===== config.mk =====
export PLATFORM = sky130hd
export DESIGN_NAME = mvm_seq
export DESIGN_NICKNAME = d
export VERILOG_FILES = /design/src/rtl/mvm_pkg.sv /design/src/rtl/mac_lane.sv /design/src/rtl/mvm_seq.sv
export SDC_FILE = /design/constraint.sdc
export NUM_CORES = 1
export LEC_CHECK = 0
export BUFFER_PORTS_ARGS = -buffer_cell sky130_fd_sc_hd__buf_4
export CAP_MARGIN = 40
export CORE_UTILIZATION = 55
export DETAILED_ROUTE_END_ITERATION = 16
export PLACE_DENSITY = 0.75
export SETUP_SLACK_MARGIN = 0.5
export SLEW_MARGIN = 20
export SYNTH_ARGS = -nofsm -noshare
export SYNTH_HDL_FRONTEND = slang
export SYNTH_SLANG_ARGS = --single-unit

===== constraint.sdc =====
create_clock -name clk -period 7.6 [get_ports clk]
set_input_delay 0.38 -clock clk [delete_from_list [all_inputs] [get_ports clk]]
set_output_delay 0.38 -clock clk [all_outputs]
set_load 0.05 [all_outputs]

===== src/rtl/mvm_pkg.sv =====
// Shared definitions for the column-serial matrix-vector multiplier:
// FSM state encoding, default accumulator width and element-slice helpers.
package mvm_pkg;

  typedef enum logic [1:0] {
    IDLE = 2'd0,
    CALC = 2'd1,
    DONE = 2'd2
  } state_t;

  // Accumulator wide enough to sum COLS full-width signed products without overflow.
  function automatic int unsigned acc_width_default(int unsigned width, int unsigned cols);
    return 2 * width + $clog2(cols);
  endfunction

  // LSB position of element (r,c) in the flattened row-major matrix bus.
  function automatic int unsigned mat_base(int unsigned r, int unsigned c,
                                           int unsigned cols, int unsigned width);
    return (r * cols + c) * width;
  endfunction

  // LSB position of element i in a flattened vector bus.
  function automatic int unsigned vec_base(int unsigned i, int unsigned width);
    return i * width;
  endfunction

endpackage


===== src/rtl/mac_lane.sv =====
// One signed multiply-accumulate lane.
// Ports: clk, reset_n (async active-low), clear (zero the accumulator),
//        en (acc += a*b), a/b signed operands, acc signed registered accumulator.
module mac_lane #(
  parameter int unsigned WIDTH     = 8,
  parameter int unsigned ACC_WIDTH = 18
) (
  input  logic                        clk,
  input  logic                        reset_n,
  input  logic                        clear,
  input  logic                        en,
  input  logic signed [WIDTH-1:0]     a,
  input  logic signed [WIDTH-1:0]     b,
  output logic signed [ACC_WIDTH-1:0] acc
);

  logic signed [2*WIDTH-1:0] prod;

  // Full-precision signed product, sign-extended before accumulation.
  assign prod = a * b;

  // Clear wins over enable; sums wrap modulo 2^ACC_WIDTH.
  always_ff @(posedge clk or negedge reset_n) begin
    if (!reset_n) begin
      acc <= '0;
    end else if (clear) begin
      acc <= '0;
    end else if (en) begin
      acc <= acc + ACC_WIDTH'(prod);
    end
  end

endmodule


===== src/rtl/mvm_seq.sv =====
// Column-serial signed matrix-vector multiplier: result = M x v.
// ROWS MAC lanes each consume one matrix column per cycle (COLS cycles per product).
// Ports: clk, reset_n (async active-low), start/acc_clear/relu_en (sampled in IDLE),
//        matrix (row-major flattened, signed), vector (flattened, signed),
//        busy (state != IDLE), done (one-cycle pulse), result_vector (held until next done).
module mvm_seq
  import mvm_pkg::*;
#(
  parameter int unsigned ROWS      = 4,
  parameter int unsigned COLS      = 3,
  parameter int unsigned WIDTH     = 8,
  parameter int unsigned ACC_WIDTH = acc_width_default(WIDTH, COLS)
) (
  input  logic                      clk,
  input  logic                      reset_n,
  input  logic                      start,
  input  logic                      acc_clear,
  input  logic                      relu_en,
  input  logic [ROWS*COLS*WIDTH-1:0] matrix,
  input  logic [COLS*WIDTH-1:0]      vector,
  output logic                      busy,
  output logic                      done,
  output logic [ROWS*ACC_WIDTH-1:0]  result_vector
);

  localparam int unsigned CW = (COLS > 1) ? $clog2(COLS) : 1;
  localparam logic [CW-1:0] COL_LAST = CW'(COLS - 1);

  state_t state_q, state_d;

  logic [ROWS*COLS*WIDTH-1:0] matrix_q;
  logic [COLS*WIDTH-1:0]      vector_q;
  logic                       relu_q;
  logic [CW-1:0]              col_q;

  logic accept_c, lane_clear_c, lane_en_c, busy_d, done_d, result_load_c;

  logic signed [WIDTH-1:0]     m_el [ROWS][COLS];
  logic signed [WIDTH-1:0]     v_el [COLS];
  logic [ROWS*ACC_WIDTH-1:0]   acc_flat;
  logic [ROWS*ACC_WIDTH-1:0]   result_d;

  // State register.
  always_ff @(posedge clk or negedge reset_n) begin
    if (!reset_n) begin
      state_q <= IDLE;
    end else begin
      state_q <= state_d;
    end
  end

  // Next-state logic.
  always_comb begin
    state_d = state_q;
    case (state_q)
      IDLE:    if (start) state_d = CALC;
      CALC:    if (col_q == COL_LAST) state_d = DONE;
      DONE:    state_d = IDLE;
      default: state_d = IDLE;
    endcase
  end

  // FSM-decoded controls; busy/done are computed one edge early and registered.
  always_comb begin
    accept_c      = 1'b0;
    lane_clear_c  = 1'b0;
    lane_en_c     = 1'b0;
    result_load_c = 1'b0;
    busy_d        = (state_d != IDLE);
    done_d        = 1'b0;
    case (state_q)
      IDLE: begin
        accept_c     = start;
        lane_clear_c = start & acc_clear;
      end
      CALC: lane_en_c = 1'b1;
      DONE: begin
        result_load_c = 1'b1;
        done_d        = 1'b1;
      end
      default: ;
    endcase
  end

  // Operand capture and column counter.
  always_ff @(posedge clk or negedge reset_n) begin
    if (!reset_n) begin
      matrix_q <= '0;
      vector_q <= '0;
      relu_q   <= 1'b0;
      col_q    <= '0;
    end else if (accept_c) begin
      matrix_q <= matrix;
      vector_q <= vector;
      relu_q   <= relu_en;
      col_q    <= '0;
    end else if (lane_en_c) begin
      col_q    <= col_q + CW'(1);
    end
  end

  // Unflatten captured operands so the column mux is a plain array index.
  for (genvar r = 0; r < ROWS; r++) begin : g_m_row
    for (genvar c = 0; c < COLS; c++) begin : g_m_col
      assign m_el[r][c] = matrix_q[mat_base(r, c, COLS, WIDTH) +: WIDTH];
    end
  end

  for (genvar c = 0; c < COLS; c++) begin : g_v
    assign v_el[c] = vector_q[vec_base(c, WIDTH) +: WIDTH];
  end

  // One lane per row; every lane sees the current column and vector element.
  for (genvar r = 0; r < ROWS; r++) begin : g_lane
    logic signed [ACC_WIDTH-1:0] lane_acc;

    mac_lane #(
      .WIDTH     (WIDTH),
      .ACC_WIDTH (ACC_WIDTH)
    ) u_lane (
      .clk     (clk),
      .reset_n (reset_n),
      .clear   (lane_clear_c),
      .en      (lane_en_c),
      .a       (m_el[r][col_q]),
      .b       (v_el[col_q]),
      .acc     (lane_acc)
    );

    assign acc_flat[vec_base(r, ACC_WIDTH) +: ACC_WIDTH] = lane_acc;

    // ReLU acts only on the output copy; the accumulators stay raw for tiling.
    assign result_d[vec_base(r, ACC_WIDTH) +: ACC_WIDTH] =
      (relu_q && lane_acc[ACC_WIDTH-1]) ? '0 : lane_acc;
  end

  // Registered outputs.
  always_ff @(posedge clk or negedge reset_n) begin
    if (!reset_n) begin
      busy          <= 1'b0;
      done          <= 1'b0;
      result_vector <= '0;
    end else begin
      busy <= busy_d;
      done <= done_d;
      if (result_load_c) begin
        result_vector <= result_d;
      end
    end
  end

endmodule


==> impl_metrics.yaml, run 1 <==
floorplanning:
  fp.dieH_um: 209.8
  rows: 75
  die_x_um: 209.8
  ioPinCount: 199
  coreArea_um2: 42230
  start_util_pct: 56.24
  die-area_um2: 44010
layout:
  drive_gt1_share_pct: 18.30
  syn_to_final_growth_pct: 13.51
  layout_common_cells: "359 x inv_1, 320 x fa_1, 270 x dfrtp_1"
  final_common_cell: "inv_1"
  fill_cells: 3303
  nets: 3016
grt:
  grt_pass1_wl_um: 99240
  antenna_found_initial: 3
  globalRouteOverflowTotal: 0
  grt_pass1_vias: 18200
  track_usage_pct: 28.83
  grt_max_degree: 155
yosys:
  yosys.area_share.simple_pct: 7.366
  yosys.area_share.xor_xnor_pct: 2.065
  netlist.area_leader.share_pct: 28.56
  ys_types: 49
  synth_compound_area_share_pct: 11.06
  synth_area_um2: 23750
  ys.flop_type: "dfrtp_1"
  yosysWarnings: 0
  avgSynthCellArea_um2: 10.70
  syn_inst: 2219
  synthAdderAreaFrac_pct: 35.88
  synth_edf_count: 0
  synthMuxAreaShare_pct: 7.550
  synth_top_family_by_area: "adder cells"
  yosysTopAreaCell: "dfrtp_1"
  syn_nets: 2833
  synth_area_leaders: "dfrtp_1 29%, fa_1 27%, ha_1 8.9%"
  yosysSeqAreaShare_pct: 28.56
  synthArstFlopShare_pct: 100.0
  ys_ff_latch: 271
timing:
  max-slew-margin-rel_pct: 34.79
  min_period_ns: 6.328
  hold_violations: 0
  skew_ns: 0.01617
  finalSetupViolCount: 0
  slew_violations: 0
  worst_pin_slew_ns: 0.9782
  setup_ws_ns: 1.272
  max_freq_mhz: 158.0
  fin_tns_setup_ns: 0
  rsz0062_at_grt: "false"
  fin_crit_sh_pct: 83.26
setup_path:
  critPathMaxStageDelay_ns: 0.70
  endpoint_kind: "flip-flop"
  cp_max_fo: 17
  cp_data_required_time_ns: 8.04
  crit_path_cell_trace: "buf_4 > mux2i_1 > nor2_1 > a21oi_1 > nand2_1 > fa_1 > fa_1 > inv_1 > fa_1 > fa_1 > fa_1 > ha_1 > o31ai_1 > nor2_1 > a221oi_2 > o21ai_1 > xnor2_1 > o21ai_1"
  path_class: "flip-flop to flip-flop"
  path_common_cell: "fa_1"
  cp-start-kind: "flip-flop"
  arrival_ns: 6.77
  slowest_stage: "dfrtp_2"
routing:
  drtIter0Drc: 1271
  drc: 0
  antenna_violating_nets_post_route: 0
  viasPerCell: 5.666
  routed_wl_um: 59540
  via_count: 16817
  drtPass1Iterations: 5
  wl_per_cell_um: 20.06
placement:
  gp_congestion: 0.9276
  place_ws_ns: 1.208
  port_buffers: 198
  hpwlAfterDp_um: 45910
clock_network:
  cts_tree: "done"
  ctsLongestPathBuffers: 3
  root_buffer: "clkbuf_16"
  cts_made_buffers: 30
  clkSinkCount: 271
  clk_pin_slew_worst_paths_ns: 0.07
  htree_levels: 1
  clk_latency_ns: 0.59
flow_run:
  drv_cap: 0
outcome:
  status: "complete, no violations"
min_path:
  hp-class: "primary input to flip-flop"
sequential cells by signal, summed over array words and instances, names as in the netlist:
name / cells
matrix_q: 96
vector_q: 24
g_lane.u_lane.acc: 72
busy: 1
relu_q: 1
done: 1
state_q: 2
result_vector: 72
col_q: 2
cells in the mapped netlist, drive strengths merged, types with 5 or more instances:
master	count
nand2b	16
o21ai	80
nand3	10
nor2	211
o21bai	5
buf	61
o211ai	8
fa	320
inv	360
nor2b	10
a22o	88
o31ai	8
xnor2	44
a21boi	8
ha	169
a21oi	72
mux2	121
o21a	8
xor2	12
a21o	39
dfrtp	271
clkbuf	26
nor3	8
a211oi	12
mux2i	43
nand2	158
worst max-delay path: cells and delay by family (launching register included):
kind | cells | cell delay [ns]
buf+inv | 2 | 0.46
flops | 1 | 0.70
mux | 1 | 0.28
simple gates | 3 | 0.32
xor+xnor | 1 | 0.17
fa+ha+maj | 6 | 2.69
compound gates | 5 | 1.56
kinds of logic (layout without fill, tap and decap cells):
family          after synthesis  count (layout)
simple gates                430             430
buf+inv                     447             654
mux                         164             164
flops                       271             271
other cells                   0               3
compound gates              362             362
fa+ha+maj                   489             489
xor+xnor                     56              56
final cells by class:
class | instances | area (um^2) | share of cell area [%]
multi-input cells | 1501 | 15220 | 56.45
clock buffers | 37 | 807.0 | 2.994
repair buffers | 238 | 1859 | 6.897
inverters | 360 | 1351 | 5.013
clock inverters | 19 | 256.5 | 0.9515
flip-flops and latches | 271 | 6783 | 25.16
well taps | 539 | 674.4 | 2.502
diodes | 3 | 7.507 | 0.02785
routing by layer:
layer,up-vias,GRT usage [%],wire length [um]
li1,7562,-,-
met1,8558,41.03,26170
met2,589,45.00,27220
met3,108,4.968,4169
met4,0,9.716,1976
met5,-,0,0
path summary, 6_finish.rpt:
path	startpoint	cells after the start	slack (ns)	end
hold / removal	matrix[42]	2	0.02	matrix_q[42]$_DFFE_PN0P_
setup / recovery	col_q[0]$_DFFE_PN0P_	18	1.27	g_lane[3].u_lane.acc[15]$_DFFE_PN0P_
setup reg to reg	col_q[0]$_DFFE_PN0P_	18	1.27	g_lane[3].u_lane.acc[15]$_DFFE_PN0P_
max in group asynchronous	reset_n	3	5.83	result_vector[49]$_DFFE_PN0P_
hold reg to reg	result_vector[17]$_DFFE_PN0P_	2	0.49	result_vector[17]$_DFFE_PN0P_
min in group asynchronous	reset_n	2	0.41	vector_q[6]$_DFFE_PN0P_
per-stage QoR:
step | hold WS [ns] | cell area (um^2) | cells | util [%]
after global placement | 0.4709 | 25770 | 2900 | 61.02
final | 0.01823 | 26960 | 2968 | 63.84
after global routing | 0.01074 | 26950 | 2967 | 63.83
after CTS | 0.001118 | 26900 | 2961 | 63.70
after detailed placement | 0.4752 | 25830 | 2904 | 61.16
after floorplan | 0.08441 | 23750 | 2219 | -
timing repair:
| action | 4_1_cts | 5_1_grt |
|---|---|---|
| hold buffers | 1 | 0 |
| buffers inserted | 0 | 0 |
| hold endpoints to repair | 117 | 0 |
| resized for setup | 0 | 0 |
Power of run 1 is left out: the tool's default activity adds up to more than one toggle a clock period on the data nets, which glitch-free logic cannot reach.
==> run 2, diff against run 1 <==
==> constraint.sdc (replaced) <==
create_clock -name clk -period 6.05 [get_ports clk]
set_input_delay 0.3025 -clock clk [delete_from_list [all_inputs] [get_ports clk]]
set_output_delay 0.3025 -clock clk [all_outputs]
set_load 0.05 [all_outputs]
==> run 2 against run 1 <==
  * Via count grew 8.7%
  * Critical path depth grew 1
  * Non-clock buffer count up 198
  * Utilization is 7.6 points higher
  * Hold slack gained 0.069 ns
  * Sequential share of layout area is 2.7 points lower
  * Setup slack worse by 0.81 ns
  * Flip-flop and latch count unchanged
  * Critical path type unchanged
  * Critical endpoint is now g_lane[1].u_lane.acc[16]$_DFFE_PN0P_
==> impl_metrics.yaml, run 2 (synthesis results as in run 1) <==
setup_path:
  cp-start-kind: "flip-flop"
  path_class: "flip-flop to flip-flop"
  path_common_cell: "fa_1"
  cp_data_required_time_ns: 6.56
  slowest_stage: "fa_2"
  crit_path_cell_trace: "buf_12 > mux2i_2 > nor2_2 > a21o_4 > buf_4 > nand2_1 > fa_2 > fa_1 > inv_1 > fa_1 > fa_1 > ha_1 > ha_4 > o211ai_1 > buf_4 > a21oi_2 > o41ai_4 > a2111o_1 > o211ai_1"
  cp_max_fo: 7
  critPathMaxStageDelay_ns: 0.72
  arrival_ns: 6.10
  endpoint_kind: "flip-flop"
clock_network:
  ctsLongestPathBuffers: 3
  clk_latency_ns: 0.60
  cts_tree: "done"
  cts_made_buffers: 31
  htree_levels: 1
  clkSinkCount: 271
  root_buffer: "clkbuf_16"
  clk_pin_slew_worst_paths_ns: 0.06
timing:
  hold_violations: 0
  slew_violations: 0
  min_period_ns: 5.587
  rsz0062_at_grt: "true"
  fin_tns_setup_ns: 0
  fin_crit_sh_pct: 92.35
  max_freq_mhz: 179.0
  worst_pin_slew_ns: 0.8512
  finalSetupViolCount: 0
  max-slew-margin-rel_pct: 43.25
  skew_ns: 0.02010
placement:
  gp_congestion: 0.9847
  hpwlAfterDp_um: 46020
  port_buffers: 198
grt:
  globalRouteOverflowTotal: 0
  grt_pass1_vias: 19529
  grt_pass1_wl_um: 105600
  grt_max_degree: 147
  track_usage_pct: 30.74
  antenna_found_initial: 5
min_path:
  hp-class: "primary input to flip-flop"
layout:
  syn_to_final_growth_pct: 27.08
  largest_register_ffs: 96
  nets: 3215
  reg_top3: "matrix_q x96, g_lane.u_lane.acc x72, result_vector x72"
  drive_gt1_share_pct: 25.52
  regMostFlops: "matrix_q"
  layout_common_cells: "358 x inv_1, 303 x fa_1, 270 x dfrtp_1, 270 x buf_4, 194 x nor2_1"
  final_common_cell: "inv_1"
floorplanning:
  die-area_um2: 44010
  rows: 75
  ioPinCount: 199
  fp.dieH_um: 209.8
  die_x_um: 209.8
  coreArea_um2: 42230
  start_util_pct: 56.24
routing:
  drtPass1Iterations: 6
  routed_wl_um: 69180
  maxUsedRoutingLayer: "met4"
  wl_met3_um: 5886
  drc: 0
  viasPerCell: 5.769
  antenna_violating_nets_post_route: 0
  wl_per_cell_um: 21.83
  via_count: 18283
  wl_met1_um: 27810
  drtIter0Drc: 1444
  route.met2.wl_um: 33170
flow_run:
  drv_cap: 0
outcome:
  status: "complete, no violations"
run 2: repair_timing:
action,4_1_cts,5_1_grt
cloned,1,11
pin swaps,11,40
setup endpoints to repair,34,36
setup buffers,16,38
resized for setup,60,164
hold buffers,122,0
endpoints found under the hold margin,179,0
run 2: per-stage QoR:
step           hold WS, ns  util [%]  instance area (um^2)  cells  worst slack, ns
2_1_floorplan     0.006909         -                 23750   2219           0.2505
3_3_place_gp        0.2568     61.58                 26000   2915           0.1822
3_5_place_dp        0.2632     61.69                 26050   2917          0.08059
4_1_cts            0.04500     67.97                 28700   3113           0.4403
5_1_grt            0.08528     71.47                 30180   3169           0.3089
6_report           0.08704     71.47                 30180   3169           0.4626
run 2: layer usage:
metal,global-route usage [%],vias to the layer above
met4,10.19,0
met5,0,-
met1,42.18,9292
li1,-,7974
met2,50.10,838
met3,4.953,179
run 2: worst max-delay path: cells and delay by family (launching register included):
kind            cells  cell delay, ns
mux                 1            0.16
simple gates        2            0.37
flops               1            0.56
buf+inv             4            0.62
compound gates      6            1.15
fa+ha+maj           6            2.65
run 2: layout make-up:
type	instances	area, um^2
antenna	5	12.51
clock buffer	41	883.3
clock inverter	16	140.1
fill	2867	12050
inverter	360	1354
multi-input combinational	1501	16220
sequential	271	6785
tap	539	674.4
timing repair buffer	436	4111
run 2: final timing paths:
| kind | startpoint | endpoint | slack, ns | cells past startpoint |
|---|---|---|---|---|
| worst max-delay path | col_q[0]$_DFFE_PN0P_ | g_lane[1].u_lane.acc[16]$_DFFE_PN0P_ | 0.46 | 19 |
| max in group asynchronous | reset_n | col_q[0]$_DFFE_PN0P_ | 4.65 | 3 |
| min in group asynchronous | reset_n | vector_q[18]$_DFFE_PN0P_ | 0.24 | 2 |
| worst min register to register | result_vector[35]$_DFFE_PN0P_ | result_vector[35]$_DFFE_PN0P_ | 0.49 | 2 |
| worst max register to register | col_q[0]$_DFFE_PN0P_ | g_lane[1].u_lane.acc[16]$_DFFE_PN0P_ | 0.46 | 19 |
| worst min-delay path | start | busy$_DFF_PN0_ | 0.09 | 3 |
Power of run 2 is left out for the same reason.
==> run 3, diff against run 2 <==
--- a/config.mk
+++ b/config.mk
@@ -7,6 +7,7 @@
 export LEC_CHECK = 0
 export BUFFER_PORTS_ARGS = -buffer_cell sky130_fd_sc_hd__buf_4
 export CAP_MARGIN = 40
+export CORE_MARGIN = 2
 export CORE_UTILIZATION = 55
 export DETAILED_ROUTE_END_ITERATION = 16
 export PLACE_DENSITY = 0.75
==> run 3 against run 2 <==
  * Hold slack worse by 0.035 ns
  * Clock skew is 0.0095 ns lower
  * Wire length is 3.6% higher
  * Cell area is 2.2% higher
  * Via count is 1.1% higher
  * Critical path depth is 3 higher
  * Utilization is 0.44 points higher
  * Setup slack better by 0.0023 ns
  * Non-clock buffer count is 26 higher
  * Count of clock-buffer cells in the layout is 5 lower
  * Final cell count is 2.2% higher
  * Die area is 1.9% higher
  * Critical path type unchanged
  * Largest cell class unchanged
  * Highest routed layer unchanged
==> impl_metrics.yaml, run 3 (synthesis results as in run 1) <==
outcome:
  status: "complete, no violations"
setup_path:
  critPathMaxStageDelay_ns: 0.55
  endpoint_kind: "flip-flop"
  arrival_ns: 6.07
  cp-start-kind: "flip-flop"
  startpoint: "col_q[0]$_DFFE_PN0P_"
  crit_path_cell_trace: "buf_12 > buf_12 > mux2i_4 > o21ai_4 > buf_6 > buf_16 > nand2_2 > fa_1 > inv_2 > fa_1 > inv_1 > fa_1 > inv_2 > fa_2 > ha_4 > ha_4 > nor2b_2 > o21ai_2 > a21boi_4 > o21a_1 > or3_1 > a32o_1"
  slowest_stage: "fa_2"
  path_common_cell: "fa_1"
  reg2reg_from: "col_q[0]$_DFFE_PN0P_"
  cp_max_fo: 8
  path_class: "flip-flop to flip-flop"
  worst-path-buf-inv: 7
  cp_top_family: "adder cells"
  cp_data_required_time_ns: 6.54
layout:
  fin_area_um2: 30840
  regMostFlops: "matrix_q"
  layout_common_cells: "357 x inv_1, 304 x fa_1, 286 x buf_4"
  nets: 3242
  instances_no_fill: 3238
  drive_gt1_share_pct: 27.41
  largest_register_ffs: 96
  syn_to_final_growth_pct: 29.86
  final_common_cell: "inv_1"
  reg_top3: "matrix_q x96, g_lane.u_lane.acc x72, result_vector x72"
clock_network:
  cts_tree: "done"
  htree_levels: 1
  cts_made_buffers: 31
  clk_latency_ns: 0.60
  clkSinkCount: 271
  root_buffer: "clkbuf_16"
  clk_pin_slew_worst_paths_ns: 0.07
  ctsLongestPathBuffers: 3
placement:
  hpwlAfterDp_um: 46030
  placed_area_um2: 26050
  port_buffers: 198
  gp_congestion: 0.9224
  place_ws_ns: 0.2347
  place_inst: 2958
grt:
  grt_max_degree: 171
  grt_pass1_wl_um: 106300
  antenna_found_initial: 1
  grt_pass1_vias: 19469
  globalRouteOverflowTotal: 0
  track_usage_pct: 30.66
routing:
  drtPass1Iterations: 6
  via_count: 18492
  viasPerCell: 5.711
  drtIter0Drc: 1318
  routed_wl_um: 71660
  antenna_violating_nets_post_route: 0
  drc: 0
  wl_per_cell_um: 22.13
min_path:
  min_from: "start"
  hp-class: "primary input to flip-flop"
timing:
  max_freq_mhz: 179.0
  max-slew-margin-rel_pct: 31.53
  finalSetupViolCount: 0
  worst_pin_slew_ns: 1.027
  fin_crit_sh_pct: 92.32
  min_period_ns: 5.585
  hold_violations: 0
  slew_violations: 0
  skew_ns: 0.01057
  rsz0062_at_grt: "true"
  setup_ws_ns: 0.4648
  fin_tns_setup_ns: 0
floorplanning:
  die-area_um2: 44860
  die_x_um: 211.8
  coreArea_um2: 42890
  start_util_pct: 55.37
  rows: 76
  ioPinCount: 199
  fp.dieH_um: 211.8
flow_run:
  drv_cap: 0
-- run 3: routing by layer --
| layer | vias up | global-route usage (%) | routed length, um |
|---|---|---|---|
| li1 | 8021 | - | - |
| met1 | 9400 | 41.67 | 28460 |
| met2 | 856 | 50.02 | 34580 |
| met5 | - | 0 | 0 |
| met4 | 0 | 10.47 | 3061 |
| met3 | 215 | 5.415 | 5554 |
-- run 3: final cells by class --
class / instances / area, um^2
antenna: 1 / 2.502
clock buffer: 36 / 834.6
clock inverter: 21 / 242.7
fill: 2856 / 12050
inverter: 360 / 1364
multi-input combinational: 1502 / 16560
sequential: 271 / 6783
tap: 585 / 732.0
timing repair buffer: 462 / 4320
-- run 3: worst min-delay path: cells and delay by family --
family / cells / cell delay, ns
compound gates: 1 / 0.12
buf+inv: 2 / 0.18
-- run 3: through the flow --
| step | hold WS, ns | utilization (%) |
|---|---|---|
| floorplan | 0.006909 | - |
| CTS | 0.006734 | 67.17 |
| finish | 0.05172 | 71.91 |
| detailed placement | 0.4061 | 60.73 |
| global route | 0.03849 | 71.91 |
| global placement | 0.3897 | 60.67 |
-- run 3: what timing repair did --
| item | 4_1_cts | 5_1_grt |
|---|---|---|
| hold buffers | 122 | 0 |
| resized for setup | 47 | 232 |
| pin swaps | 11 | 65 |
| endpoints found under the setup margin | 33 | 36 |
| buffers inserted | 22 | 65 |
| endpoints found under the hold margin | 222 | 0 |
| cloned | 3 | 7 |
-- run 3: worst paths after layout --
| path | to | cells after the start | slack [ns] |
|---|---|---|---|
| worst max-delay path | g_lane[3].u_lane.acc[10]$_DFFE_PN0P_ | 22 | 0.46 |
| worst min-delay path | busy$_DFF_PN0_ | 3 | 0.05 |
| worst max register to register | g_lane[3].u_lane.acc[10]$_DFFE_PN0P_ | 22 | 0.46 |
| worst min register to register | result_vector[53]$_DFFE_PN0P_ | 2 | 0.49 |
| max in group asynchronous | result_vector[52]$_DFFE_PN0P_ | 3 | 4.25 |
| min in group asynchronous | matrix_q[11]$_DFFE_PN0P_ | 2 | 0.34 |
Power of run 3 is left out for the same reason.
